`src/rtl/fantasticfft_pkg.sv`:
```
// Shared types and constants for the FFT8 frame scheduler.
package fantasticfft_pkg;

    localparam int unsigned FFT_POINTS = 8;

    typedef logic signed [15:0] q88_t;

    typedef struct packed {
        q88_t re;
        q88_t im;
    } cplx_t;

    typedef enum logic [1:0] {
        ST_IDLE  = 2'd0,
        ST_WAIT  = 2'd1,
        ST_DRAIN = 2'd2
    } state_t;

endpackage

```
`src/rtl/fantasticfft_frame_collector.sv`:
```
// Packs the serial sample stream into eight-sample frames for the FFT8 core.
module fantasticfft_frame_collector
    import fantasticfft_pkg::*;
#(
    parameter int unsigned DATA_W = 16
) (
    input  logic                         clk,
    input  logic                         rst,
    input  logic                         in_valid,
    input  logic [DATA_W-1:0]            in_data,
    input  logic                         issue,
    output logic                         in_ready,
    output logic                         frame_full,
    output logic [FFT_POINTS*DATA_W-1:0] frame
);

    localparam int unsigned IW = $clog2(FFT_POINTS);

    logic [IW-1:0]     wr_idx;
    logic [DATA_W-1:0] sbuf [FFT_POINTS];

    assign in_ready = !frame_full;

    // A full frame blocks acceptance, so issue and accept never coincide.
    always_ff @(posedge clk) begin
        if (rst) begin
            wr_idx     <= '0;
            frame_full <= 1'b0;
        end else begin
            if (issue)
                frame_full <= 1'b0;
            if (in_valid && in_ready) begin
                wr_idx <= wr_idx + 1'b1;
                if (wr_idx == IW'(FFT_POINTS - 1))
                    frame_full <= 1'b1;
            end
        end
    end

    always_ff @(posedge clk) begin
        if (in_valid && in_ready)
            sbuf[wr_idx] <= in_data;
    end

    always_comb begin
        frame = '0;
        for (int unsigned k = 0; k < FFT_POINTS; k++)
            frame[k*DATA_W +: DATA_W] = sbuf[k];
    end

endmodule

```
`src/rtl/fantasticfft_fft8_sched.sv`:
```
// FFT8 frame scheduler: issues collected frames, waits for the result, streams bins out.
module fantasticfft_fft8_sched
    import fantasticfft_pkg::*;
#(
    parameter int unsigned DATA_W         = 16,
    parameter int unsigned TIMEOUT_CYCLES = 10,
    parameter int unsigned CNT_W          = 8
) (
    input  logic                         clk,
    input  logic                         rst,
    input  logic                         in_valid,
    output logic                         in_ready,
    input  logic [DATA_W-1:0]            in_data,
    output logic [FFT_POINTS*DATA_W-1:0] fft_x,
    output logic                         fft_is_valid,
    input  logic [FFT_POINTS*DATA_W-1:0] fft_y,
    input  logic [FFT_POINTS*DATA_W-1:0] fft_yi,
    input  logic                         fft_result_valid,
    output logic                         out_valid,
    input  logic                         out_ready,
    output logic [DATA_W-1:0]            out_re,
    output logic [DATA_W-1:0]            out_im,
    output logic [2:0]                   out_bin,
    output logic                         out_last,
    output logic                         busy,
    output logic                         timeout_err,
    output logic [CNT_W-1:0]             frame_count
);

    localparam int unsigned TW = $clog2(TIMEOUT_CYCLES + 1);

    state_t                         state;
    logic [TW-1:0]                  timer;
    logic [2:0]                     rd_idx;
    logic [DATA_W-1:0]              res_re [FFT_POINTS];
    logic [DATA_W-1:0]              res_im [FFT_POINTS];
    logic [FFT_POINTS*DATA_W-1:0]   frame;
    logic                           frame_full;
    logic                           issue;
    logic                           capture;

    assign issue   = (state == ST_IDLE) && frame_full;
    assign capture = (state == ST_WAIT) && !fft_is_valid && fft_result_valid;

    fantasticfft_frame_collector #(
        .DATA_W (DATA_W)
    ) u_collector (
        .clk        (clk),
        .rst        (rst),
        .in_valid   (in_valid),
        .in_data    (in_data),
        .issue      (issue),
        .in_ready   (in_ready),
        .frame_full (frame_full),
        .frame      (frame)
    );

    always_ff @(posedge clk) begin
        if (rst) begin
            state        <= ST_IDLE;
            busy         <= 1'b0;
            fft_is_valid <= 1'b0;
            fft_x        <= '0;
            timer        <= '0;
            rd_idx       <= '0;
            timeout_err  <= 1'b0;
            frame_count  <= '0;
        end else begin
            case (state)
                ST_IDLE: begin
                    if (frame_full) begin
                        fft_x        <= frame;
                        fft_is_valid <= 1'b1;
                        timer        <= '0;
                        state        <= ST_WAIT;
                        busy         <= 1'b1;
                    end
                end
                ST_WAIT: begin
                    // The issue cycle itself never counts as a result or a wait cycle.
                    if (fft_is_valid) begin
                        fft_is_valid <= 1'b0;
                    end else if (fft_result_valid) begin
                        rd_idx <= '0;
                        state  <= ST_DRAIN;
                    end else if (timer == TW'(TIMEOUT_CYCLES - 1)) begin
                        timeout_err <= 1'b1;
                        state       <= ST_IDLE;
                        busy        <= 1'b0;
                    end else begin
                        timer <= timer + 1'b1;
                    end
                end
                ST_DRAIN: begin
                    if (out_ready) begin
                        rd_idx <= rd_idx + 3'd1;
                        if (rd_idx == 3'd7) begin
                            frame_count <= frame_count + 1'b1;
                            state       <= ST_IDLE;
                            busy        <= 1'b0;
                        end
                    end
                end
                default: begin
                    state <= ST_IDLE;
                    busy  <= 1'b0;
                end
            endcase
        end
    end

    always_ff @(posedge clk) begin
        if (capture) begin
            for (int unsigned k = 0; k < FFT_POINTS; k++) begin
                res_re[k] <= fft_y[k*DATA_W +: DATA_W];
                res_im[k] <= fft_yi[k*DATA_W +: DATA_W];
            end
        end
    end

    // Bin outputs are gated so reset and idle present zeros regardless of buffer contents.
    assign out_valid = (state == ST_DRAIN);
    assign out_re    = out_valid ? res_re[rd_idx] : '0;
    assign out_im    = out_valid ? res_im[rd_idx] : '0;
    assign out_bin   = rd_idx;
    assign out_last  = out_valid && (rd_idx == 3'd7);

endmodule

```
`config.mk`:
```
export PLATFORM = sky130hd
export DESIGN_NAME = fantasticfft_fft8_sched
export DESIGN_NICKNAME = d
export VERILOG_FILES = /design/src/rtl/fantasticfft_pkg.sv /design/src/rtl/fantasticfft_frame_collector.sv /design/src/rtl/fantasticfft_fft8_sched.sv
export SDC_FILE = /design/constraint.sdc
export NUM_CORES = 1
export LEC_CHECK = 0
export CORE_MARGIN = 2
export CORE_UTILIZATION = 23
export CTS_CLUSTER_DIAMETER = 50
export DETAILED_ROUTE_END_ITERATION = 8
export PLACE_DENSITY = 0.41
export SLEW_MARGIN = 20
export SYNTH_ARGS = -nofsm -noshare
export SYNTH_HDL_FRONTEND = slang
export SYNTH_SLANG_ARGS = --single-unit
export TNS_END_PERCENT = 5
```
`constraint.sdc`:
```
create_clock -name clk -period 9.85 [get_ports clk]
set_input_delay 2.955 -clock clk [delete_from_list [all_inputs] [get_ports clk]]
set_output_delay 2.955 -clock clk [all_outputs]
set_load 0.01 [all_outputs]
```
==> results.sh, run 1 <==
export IMPL_setup_viol=0
export IMPL_finalMaxSlewViolations=0
export IMPL_max_cap_violations=0
export IMPL_die_w_um=291.9
export IMPL_syn_cell_area_um2=19070
export IMPL_worstPathRequired_ns=6.90
export IMPL_fp_dieH_um=291.9
export IMPL_grt_total_usage_pct=14.17
export IMPL_rsz0062_at_grt="false"
export IMPL_firstDrtPassIters=4
export IMPL_wl_per_cell_um=21.74
export IMPL_synth_yosys_seq_area_share_pct=76.76
export IMPL_cts_htree_levels=3
export IMPL_finalNetCount=1981
export IMPL_viasPerCell=4.253
export IMPL_r2r_start="state[0]$_SDFFE_PP0P_"
export IMPL_synth_edff_count=384
export IMPL_syn_num_nets=1498
export IMPL_cts_root_buf="clkbuf_16"
export IMPL_reg2reg_to="res_im[1][13]$_DFFE_PP_"
export IMPL_grt_antenna_before_repair=14
export IMPL_crit_path_max_fanout=44
export IMPL_cts_setup_buffers=0
export IMPL_ir_worst_vdd_mv=0.1499
export IMPL_r2r_cells=3
export IMPL_max_freq_mhz=155.4
export IMPL_routabilityCongestion=0.7779
export IMPL_fillCellCount=8013
export IMPL_grt_first_pass_wirelength_mm=87.86
export IMPL_worstPathArrival_ns=3.48
export IMPL_clock_skew_ns=0.02615
export IMPL_drive_gt1_share_pct=13.41
export IMPL_hold_end="fft_x[25]$_SDFFE_PP0P_"
export IMPL_yosysUniqueCellTypes=47
export IMPL_finalCritPeriodShare_pct=65.35
export IMPL_holdPathStages=2
export IMPL_reg2reg_slack_ns=6.77
export IMPL_synth_avg_cell_area_um2=15.70
export IMPL_p_per_area_nw_per_um2=201.7
export IMPL_fp_dieArea_um2=85210
export IMPL_finalSetupTns_ns=0
export IMPL_min_from="fft_x[25]$_SDFFE_PP0P_"
export IMPL_cts_resized=0
export IMPL_worst_pin_slew_ns=1.080
export IMPL_cts_buffers=82
export IMPL_grt_ovfl_total=0
export IMPL_areaGrowthSynthToFinish_pct=44.99
export IMPL_clock_latency_ns=0.63
export IMPL_wl_mm=61.76
export IMPL_drtIter0Drc=581
export IMPL_startpoint_type="flop"
export IMPL_final_cell_mix="clkdlybuf4s50_1 (452), edfxtp_1 (384), nand2_1 (263)"
export IMPL_core_um2=82110
export IMPL_ys_ff_latch=539
export IMPL_layout_commonest_cell="clkdlybuf4s50_1"
export IMPL_remaining_drc_errors=0
export IMPL_grt_pass1_vias=12470
export IMPL_slew_headroom_pct=28.02
export IMPL_clock_sinks=539
export IMPL_async_flop_share_pct=0
export IMPL_hold_viol_final=0
export IMPL_synth_cells=1214
export IMPL_antenna_left=0
export IMPL_min_period_ns=6.437
export IMPL_hold_buffers=0
export IMPL_cts_tree="built"
export IMPL_dp_hpwl_mm=40.90
export IMPL_port_buffers=453
export IMPL_vias=12080
export IMPL_synth_main_ff_cell="edfxtp_1"
export IMPL_status="finished clean"
export IMPL_ios=454
export IMPL_hold_path_class="reg2reg"
export IMPL_cp_end_kind="primary output"
export IMPL_num_rows=105
export IMPL_postLayoutCoreUtil_pct=33.67
export IMPL_grt_start_max_net_pins=113
export IMPL_clock_path_buffers=3
export IMPL_p_leak_nw=8.807
export IMPL_crit_type="reg2out"
export IMPL_initial_core_util_pct=23.22
export IMPL_clk_pin_slew_ns=0.06
export IMPL_synth_warnings=0
cell type report:
cell class | count | area, µm² | share of cell area, %
sequential | 539 | 14640 | 52.97
timing repair buffer | 470 | 4667 | 16.88
multi-input combinational | 597 | 4128 | 14.93
clock buffer | 100 | 2245 | 8.120
tap | 1070 | 1339 | 4.843
clock inverter | 54 | 579.3 | 2.096
inverter | 7 | 33.78 | 0.1222
antenna | 4 | 10.01 | 0.03621
through the flow:
step / cell area [µm²] / hold slack (ns) / total power, W / instances / worst slack (ns)
3_3_place_gp: 24800 / 0.4435 / 0.002654 / 2683 / 3.825
2_1_floorplan: 19070 / 0.4713 / 0.002513 / 1214 / 1.141
4_1_cts: 27630 / 0.4560 / 0.005659 / 2837 / 3.243
3_5_place_dp: 24800 / 0.4481 / 0.002655 / 2683 / 3.724
5_1_grt: 27640 / 0.4741 / 0.005765 / 2841 / 3.128
6_report: 27640 / 0.4548 / 0.005576 / 2841 / 3.413
cell families (layout without fill, tap and decap cells):
family,after synthesis,in the layout,synth area share (%)
other cells,0,4,0
mux,70,70,7.901
buf+inv,78,631,1.726
flops,539,539,76.76
xor+xnor,2,2,0.09189
simple gates,331,331,7.324
fa+ha+maj,7,7,0.4594
compound gates,187,187,5.742
sequential cells by signal, summed over array words and instances, names as in the netlist, named ones only:
register                cells
busy                        1
fft_is_valid                1
fft_x                     128
frame_count                 8
out_bin                     3
res_im                    128
res_re                    128
state                       2
timeout_err                 1
timer                       4
u_collector.frame_full      1
u_collector.sbuf          128
u_collector.wr_idx          3
routing by layer:
layer  track usage, %  part of all wire [%]
met5                0                  0.13
met4            4.300                   2.3
met3            6.614                    10
met2            21.75                    45
met1            17.70                    42
worst max-delay path by stage:
stage	start	end	slack, ns
floorplan	fft_result_valid	res_im[0][0]$_DFFE_PP_	1.14
global placement	fft_result_valid	res_im[6][13]$_DFFE_PP_	3.82
detailed placement	fft_result_valid	res_im[7][13]$_DFFE_PP_	3.72
CTS	flop	out_im[7]	3.24
global route	flop	out_im[4]	3.13
finish	flop	out_im[8]	3.41
cells in the mapped netlist, types with 4 or more instances:
library cell	n	area share, %
mux2_2	4	0.24
nand3_1	9	0.24
a21oi_1	141	3.7
nor2_1	17	0.33
inv_1	6	0.12
buf_2	29	0.76
nand2_1	263	5.2
dfxtp_1	155	16
mux4_2	64	7.6
nor3_1	6	0.16
ha_1	7	0.46
nand4_1	4	0.13
a22o_1	32	1.5
clkbuf_1	41	0.81
nor2b_1	8	0.26
edfxtp_1	384	60
worst max-delay path: stages, from the launching register on:
cell	delay [ns]
dfxtp_4	0.63
buf_4	0.81
mux4_2	0.60
a22o_1	0.24
clkdlybuf4s50_1	0.54
power breakdown:
part | total, W | switching [W] | internal [W] | leakage [nW]
Sequential | 0.00245 | 0.00000495 | 0.00244 | 4.71
Clock | 0.00297 | 0.00113 | 0.00184 | 1.37
Combinational | 0.000161 | 0.0000590 | 0.000102 | 2.73
Power figures use the tool's default switching activity.
==> inputs of run 2 (changes only) <==
clock period = 6.7 ns   (was 9.85 ns; I/O delays follow)
==> run 2 against run 1 <==
Against the previous run: via count decreased by 0.34%; worst setup slack lost 2.2 ns; register-to-register slack worse by 3.6 ns; largest cell class unchanged; largest power group unchanged; highest routed layer unchanged.
==> results.sh, run 2 (synthesized netlist as in run 1, its figures left out) <==
export IMPL_status="finished clean"
export IMPL_final_cell_mix="clkdlybuf4s50_1 (452), edfxtp_1 (384), nand2_1 (263)"
export IMPL_crit_path_max_fanout=32
export IMPL_die_w_um=291.9
export IMPL_clk_pin_slew_ns=0.05
export IMPL_wl_mm=61.57
export IMPL_finalCritPeriodShare_pct=82.17
export IMPL_antenna_left=0
export IMPL_startpoint_type="flop"
export IMPL_clock_skew_ns=0.04201
export IMPL_use_met3_pct=6.234
export IMPL_rsz0062_at_grt="false"
export IMPL_grt_busiest_layer="met2"
export IMPL_grt_total_usage_pct=14.15
export IMPL_cts_buffers=80
export IMPL_firstDrtPassIters=5
export IMPL_max_freq_mhz=181.6
export IMPL_finalMaxSlewViolations=0
export IMPL_clock_sinks=539
export IMPL_hold_path_class="reg2reg"
export IMPL_slew_headroom_pct=24.20
export IMPL_final_area_um2=27520
export IMPL_use_met1_pct=17.35
export IMPL_remaining_drc_errors=0
export IMPL_grt_antenna_before_repair=15
export IMPL_worstPathArrival_ns=3.50
export IMPL_grt_first_pass_wirelength_mm=87.77
export IMPL_dp_hpwl_mm=41.26
export IMPL_cts_resized=0
export IMPL_min_period_ns=5.506
export IMPL_cts_root_buf="clkbuf_16"
export IMPL_layout_commonest_cell="clkdlybuf4s50_1"
export IMPL_worstPathRequired_ns=4.69
export IMPL_vias=12040
export IMPL_drtIter0Drc=579
export IMPL_place_area_um2=24820
export IMPL_grt_pass1_vias=12510
export IMPL_fp_dieArea_um2=85210
export IMPL_fp_dieH_um=291.9
export IMPL_grt_start_max_net_pins=188
export IMPL_core_um2=82110
export IMPL_drive_gt1_share_pct=13.06
export IMPL_finalNetCount=1979
export IMPL_port_buffers=453
export IMPL_areaGrowthSynthToFinish_pct=44.36
export IMPL_num_rows=105
export IMPL_routabilityCongestion=0.7745
export IMPL_p_per_area_nw_per_um2=288.1
export IMPL_cts_htree_levels=3
export IMPL_initial_core_util_pct=23.22
export IMPL_hold_viol_final=0
export IMPL_ir_worst_vdd_mv=0.1779
export IMPL_wl_per_cell_um=21.71
export IMPL_place_inst=2682
export IMPL_grt_ovfl_total=0
export IMPL_p_leak_nw=8.727
export IMPL_final_cells=2836
export IMPL_cp_end_kind="primary output"
export IMPL_clock_path_buffers=3
export IMPL_ios=454
export IMPL_postLayoutCoreUtil_pct=33.52
export IMPL_hold_buffers=0
export IMPL_cts_tree="built"
export IMPL_setup_viol=0
export IMPL_cts_setup_buffers=0
export IMPL_viasPerCell=4.246
export IMPL_worst_pin_slew_ns=1.137
export IMPL_crit_type="reg2out"
export IMPL_gr_usage_met2_pct=22.69
export IMPL_clock_latency_ns=0.63
export IMPL_finalSetupTns_ns=0
export IMPL_max_cap_violations=0
-- run 2: power breakdown --
part / leakage (nW) / switching, W / internal [W]
clock network: 1.28 / 0.00163 / 0.00246
logic: 2.73 / 0.0000867 / 0.000149
registers: 4.71 / 0.00000748 / 0.00359
-- run 2: critical path: stages, from the launching register on --
cell and delay (ns):
dfxtp_1 0.62, nor2b_1 0.39, and2_2 0.97, a22o_1 0.26
clkdlybuf4s50_1 0.63
-- run 2: final timing paths --
path,from,end,slack [ns],cells after the start
hold / removal,fft_x[38]$_SDFFE_PP0P_,fft_x[38]$_SDFFE_PP0P_,0.45,2
hold reg to reg,fft_x[38]$_SDFFE_PP0P_,fft_x[38]$_SDFFE_PP0P_,0.45,2
setup / recovery,state[1]$_SDFFE_PP0P_,out_im[14],1.19,4
setup reg to reg,state[0]$_SDFFE_PP0P_,res_re[7][13]$_DFFE_PP_,3.17,4
-- run 2: layer usage --
layer  vias to the layer above  share of wire (%)
met5                         -               0.26
met4                        24                2.0
met3                        99                9.5
met2                       433                 46
met1                      5970                 42
li1                       5515                  -
-- run 2: layout make-up --
class,count,area [µm²]
Clock buffer,96,2123
Clock inverter,52,545.5
Antenna cell,5,12.51
Sequential cell,539,14640
Fill cell,7942,54590
Inverter,7,30.03
Multi-Input combinational cell,597,4128
Tap cell,1070,1339
Timing Repair Buffer,470,4705
-- run 2: metrics by stage --
step | setup WS (ns) | power, W | hold WS [ns]
2_1_floorplan | 0.2202 | 0.003694 | 0.4713
6_report | 1.194 | 0.007929 | 0.4530
3_3_place_gp | 1.521 | 0.003902 | 0.4430
5_1_grt | 0.9891 | 0.008219 | 0.4705
4_1_cts | 1.082 | 0.008067 | 0.4561
3_5_place_dp | 1.441 | 0.003904 | 0.4463
==> inputs of run 3 (changes only) <==
clock period = 5.5 ns   (was 6.7 ns; I/O delays follow)
==> run 3 against run 2 <==
Against the previous run: clock-buffer cell count up 2; clock skew down 0.019 ns; final area up 0.11%; final cell count about the same; critical path depth up 1; core utilization about the same; worst setup slack worse by 0.65 ns; critical endpoint is now out_im[3].
==> results.sh, run 3 (synthesized netlist as in run 1, its figures left out) <==
export IMPL_initial_core_util_pct=23.22
export IMPL_holdPathStages=2
export IMPL_wl_mm=61.18
export IMPL_critical_path_slowest_cell="dfxtp_1"
export IMPL_worst_pin_slew_ns=1.083
export IMPL_clock_path_buffers=3
export IMPL_grt_total_usage_pct=14.05
export IMPL_cts_setup_buffers=0
export IMPL_setup_viol=0
export IMPL_clock_latency_ns=0.62
export IMPL_finalMaxSlewViolations=0
export IMPL_layout_commonest_cell="clkdlybuf4s50_1"
export IMPL_cts_htree_levels=3
export IMPL_crit_chain="nor2b_1, and2_2, buf_4, a22o_1, clkdlybuf4s50_1"
export IMPL_cts_buffers=77
export IMPL_cts_resized=0
export IMPL_min_from="fft_x[18]$_SDFFE_PP0P_"
export IMPL_grt_first_pass_wirelength_mm=87.15
export IMPL_clock_skew_ns=0.02324
export IMPL_p_leak_nw=8.748
export IMPL_cts_root_buf="clkbuf_16"
export IMPL_cts_tree="built"
export IMPL_finalCritPeriodShare_pct=90.11
export IMPL_hold_path_class="reg2reg"
export IMPL_vias=12100
export IMPL_reg2reg_to="fft_x[71]$_SDFFE_PP0P_"
export IMPL_r2r_start="state[1]$_SDFFE_PP0P_"
export IMPL_remaining_drc_errors=0
export IMPL_grt_pass1_vias=12510
export IMPL_dp_hpwl_mm=41.46
export IMPL_r2r_cells=4
export IMPL_ios=454
export IMPL_rsz0062_at_grt="false"
export IMPL_startpoint_type="flop"
export IMPL_min_period_ns=4.956
export IMPL_clk_pin_slew_ns=0.05
export IMPL_grt_antenna_before_repair=13
export IMPL_num_rows=105
export IMPL_viasPerCell=4.264
export IMPL_firstDrtPassIters=5
export IMPL_hold_buffers=0
export IMPL_routabilityCongestion=0.8001
export IMPL_worstPathArrival_ns=3.31
export IMPL_ir_worst_vdd_mv=0.1884
export IMPL_drtIter0Drc=737
export IMPL_reg2reg_slack_ns=2.86
export IMPL_hold_viol_final=0
export IMPL_max_cap_violations=0
export IMPL_wl_per_cell_um=21.57
export IMPL_fp_dieH_um=291.9
export IMPL_status="finished clean"
export IMPL_place_area_um2=24920
export IMPL_antenna_left=0
export IMPL_finalPower_w=0.009665
export IMPL_die_w_um=291.9
export IMPL_drive_gt1_share_pct=13.05
export IMPL_crit_path_max_fanout=18
export IMPL_p_per_area_nw_per_um2=350.8
export IMPL_cpLargestDelayFamily="simple AND/OR/NAND/NOR gates"
export IMPL_postLayoutCoreUtil_pct=33.56
export IMPL_areaGrowthSynthToFinish_pct=44.53
export IMPL_max_freq_mhz=201.8
export IMPL_worstPathRequired_ns=3.85
export IMPL_core_um2=82110
export IMPL_cp_end_kind="primary output"
export IMPL_grt_ovfl_total=0
export IMPL_fp_dieArea_um2=85210
export IMPL_final_area_um2=27560
export IMPL_critPathMaxStageDelay_ns=0.65
export IMPL_final_cell_mix="clkdlybuf4s50_1 (452), edfxtp_1 (384), nand2_1 (263)"
export IMPL_finalNetCount=1983
export IMPL_crit_type="reg2out"
export IMPL_grt_start_max_net_pins=172
export IMPL_path_buf_inv=2
export IMPL_slew_headroom_pct=27.79
export IMPL_hold_end="fft_x[18]$_SDFFE_PP0P_"
export IMPL_clock_sinks=539
export IMPL_port_buffers=453
[run 3: cell count changes in the layout (fill, tap and decap cells not counted), sizes merged]
| cell | before | now |
|---|---|---|
| bufinv | 4 | 5 |
| buf | 18 | 25 |
| inv | 13 | 16 |
| clkinv | 33 | 22 |
| clkinvlp | 9 | 8 |
| clkbuf | 96 | 98 |
[run 3: layout make-up]
class                           instances  area, µm²
Inverter                                7      30.03
Timing Repair Buffer                  477       4762
Tap cell                             1070       1339
Multi-Input combinational cell        597       4144
Antenna cell                            5      12.51
Clock inverter                         44      464.2
Clock buffer                           98       2162
Fill cell                            8026      54550
Sequential cell                       539      14640
[run 3: worst register-to-register path, stage by stage, from the launching register on]
cell,delay (ns)
dfxtp_1,0.65
or3b_4,0.82
buf_4,0.74
nand2_1,0.18
a21oi_1,0.19
[run 3: power by group]
group	leakage [nW]	internal (W)	total, W	switching (W)
Sequential	4.71	0.00437	0.00438	0.00000917
Combinational	2.77	0.000182	0.000287	0.000105
Clock	1.27	0.00306	0.00500	0.00193
Total	8.75	0.00762	0.00967	0.00205
[run 3: metal layers]
metal	global-route usage, %	part of all wire [%]
met4	4.652	2.3
met1	17.04	41
met3	6.470	10
met5	0	0.16
met2	22.06	46
[run 3: worst max path at each step]
stage,depth (start not counted),startpoint,end
2_1_floorplan,2,fft_result_valid,res_im[0][0]$_DFFE_PP_
3_3_place_gp,5,state[1]$_SDFFE_PP0P_,out_im[1]
3_5_place_dp,5,state[1]$_SDFFE_PP0P_,out_im[3]
4_1_cts,5,state[1]$_SDFFE_PP0P_,out_im[3]
5_1_grt,5,state[1]$_SDFFE_PP0P_,out_im[3]
6_report,5,state[1]$_SDFFE_PP0P_,out_im[3]
[run 3: stage by stage]
stage | setup WS (ns) | cells | hold WS, ns | setup TNS [ns]
6_report | 0.5440 | 2837 | 0.4526 | 0
5_1_grt | 0.3295 | 2837 | 0.4730 | 0
4_1_cts | 0.4459 | 2832 | 0.4538 | 0
3_5_place_dp | 1.125 | 2690 | 0.4464 | 0
3_3_place_gp | 1.243 | 2690 | 0.4422 | 0
2_1_floorplan | -0.4638 | 1214 | 0.4713 | -118.75
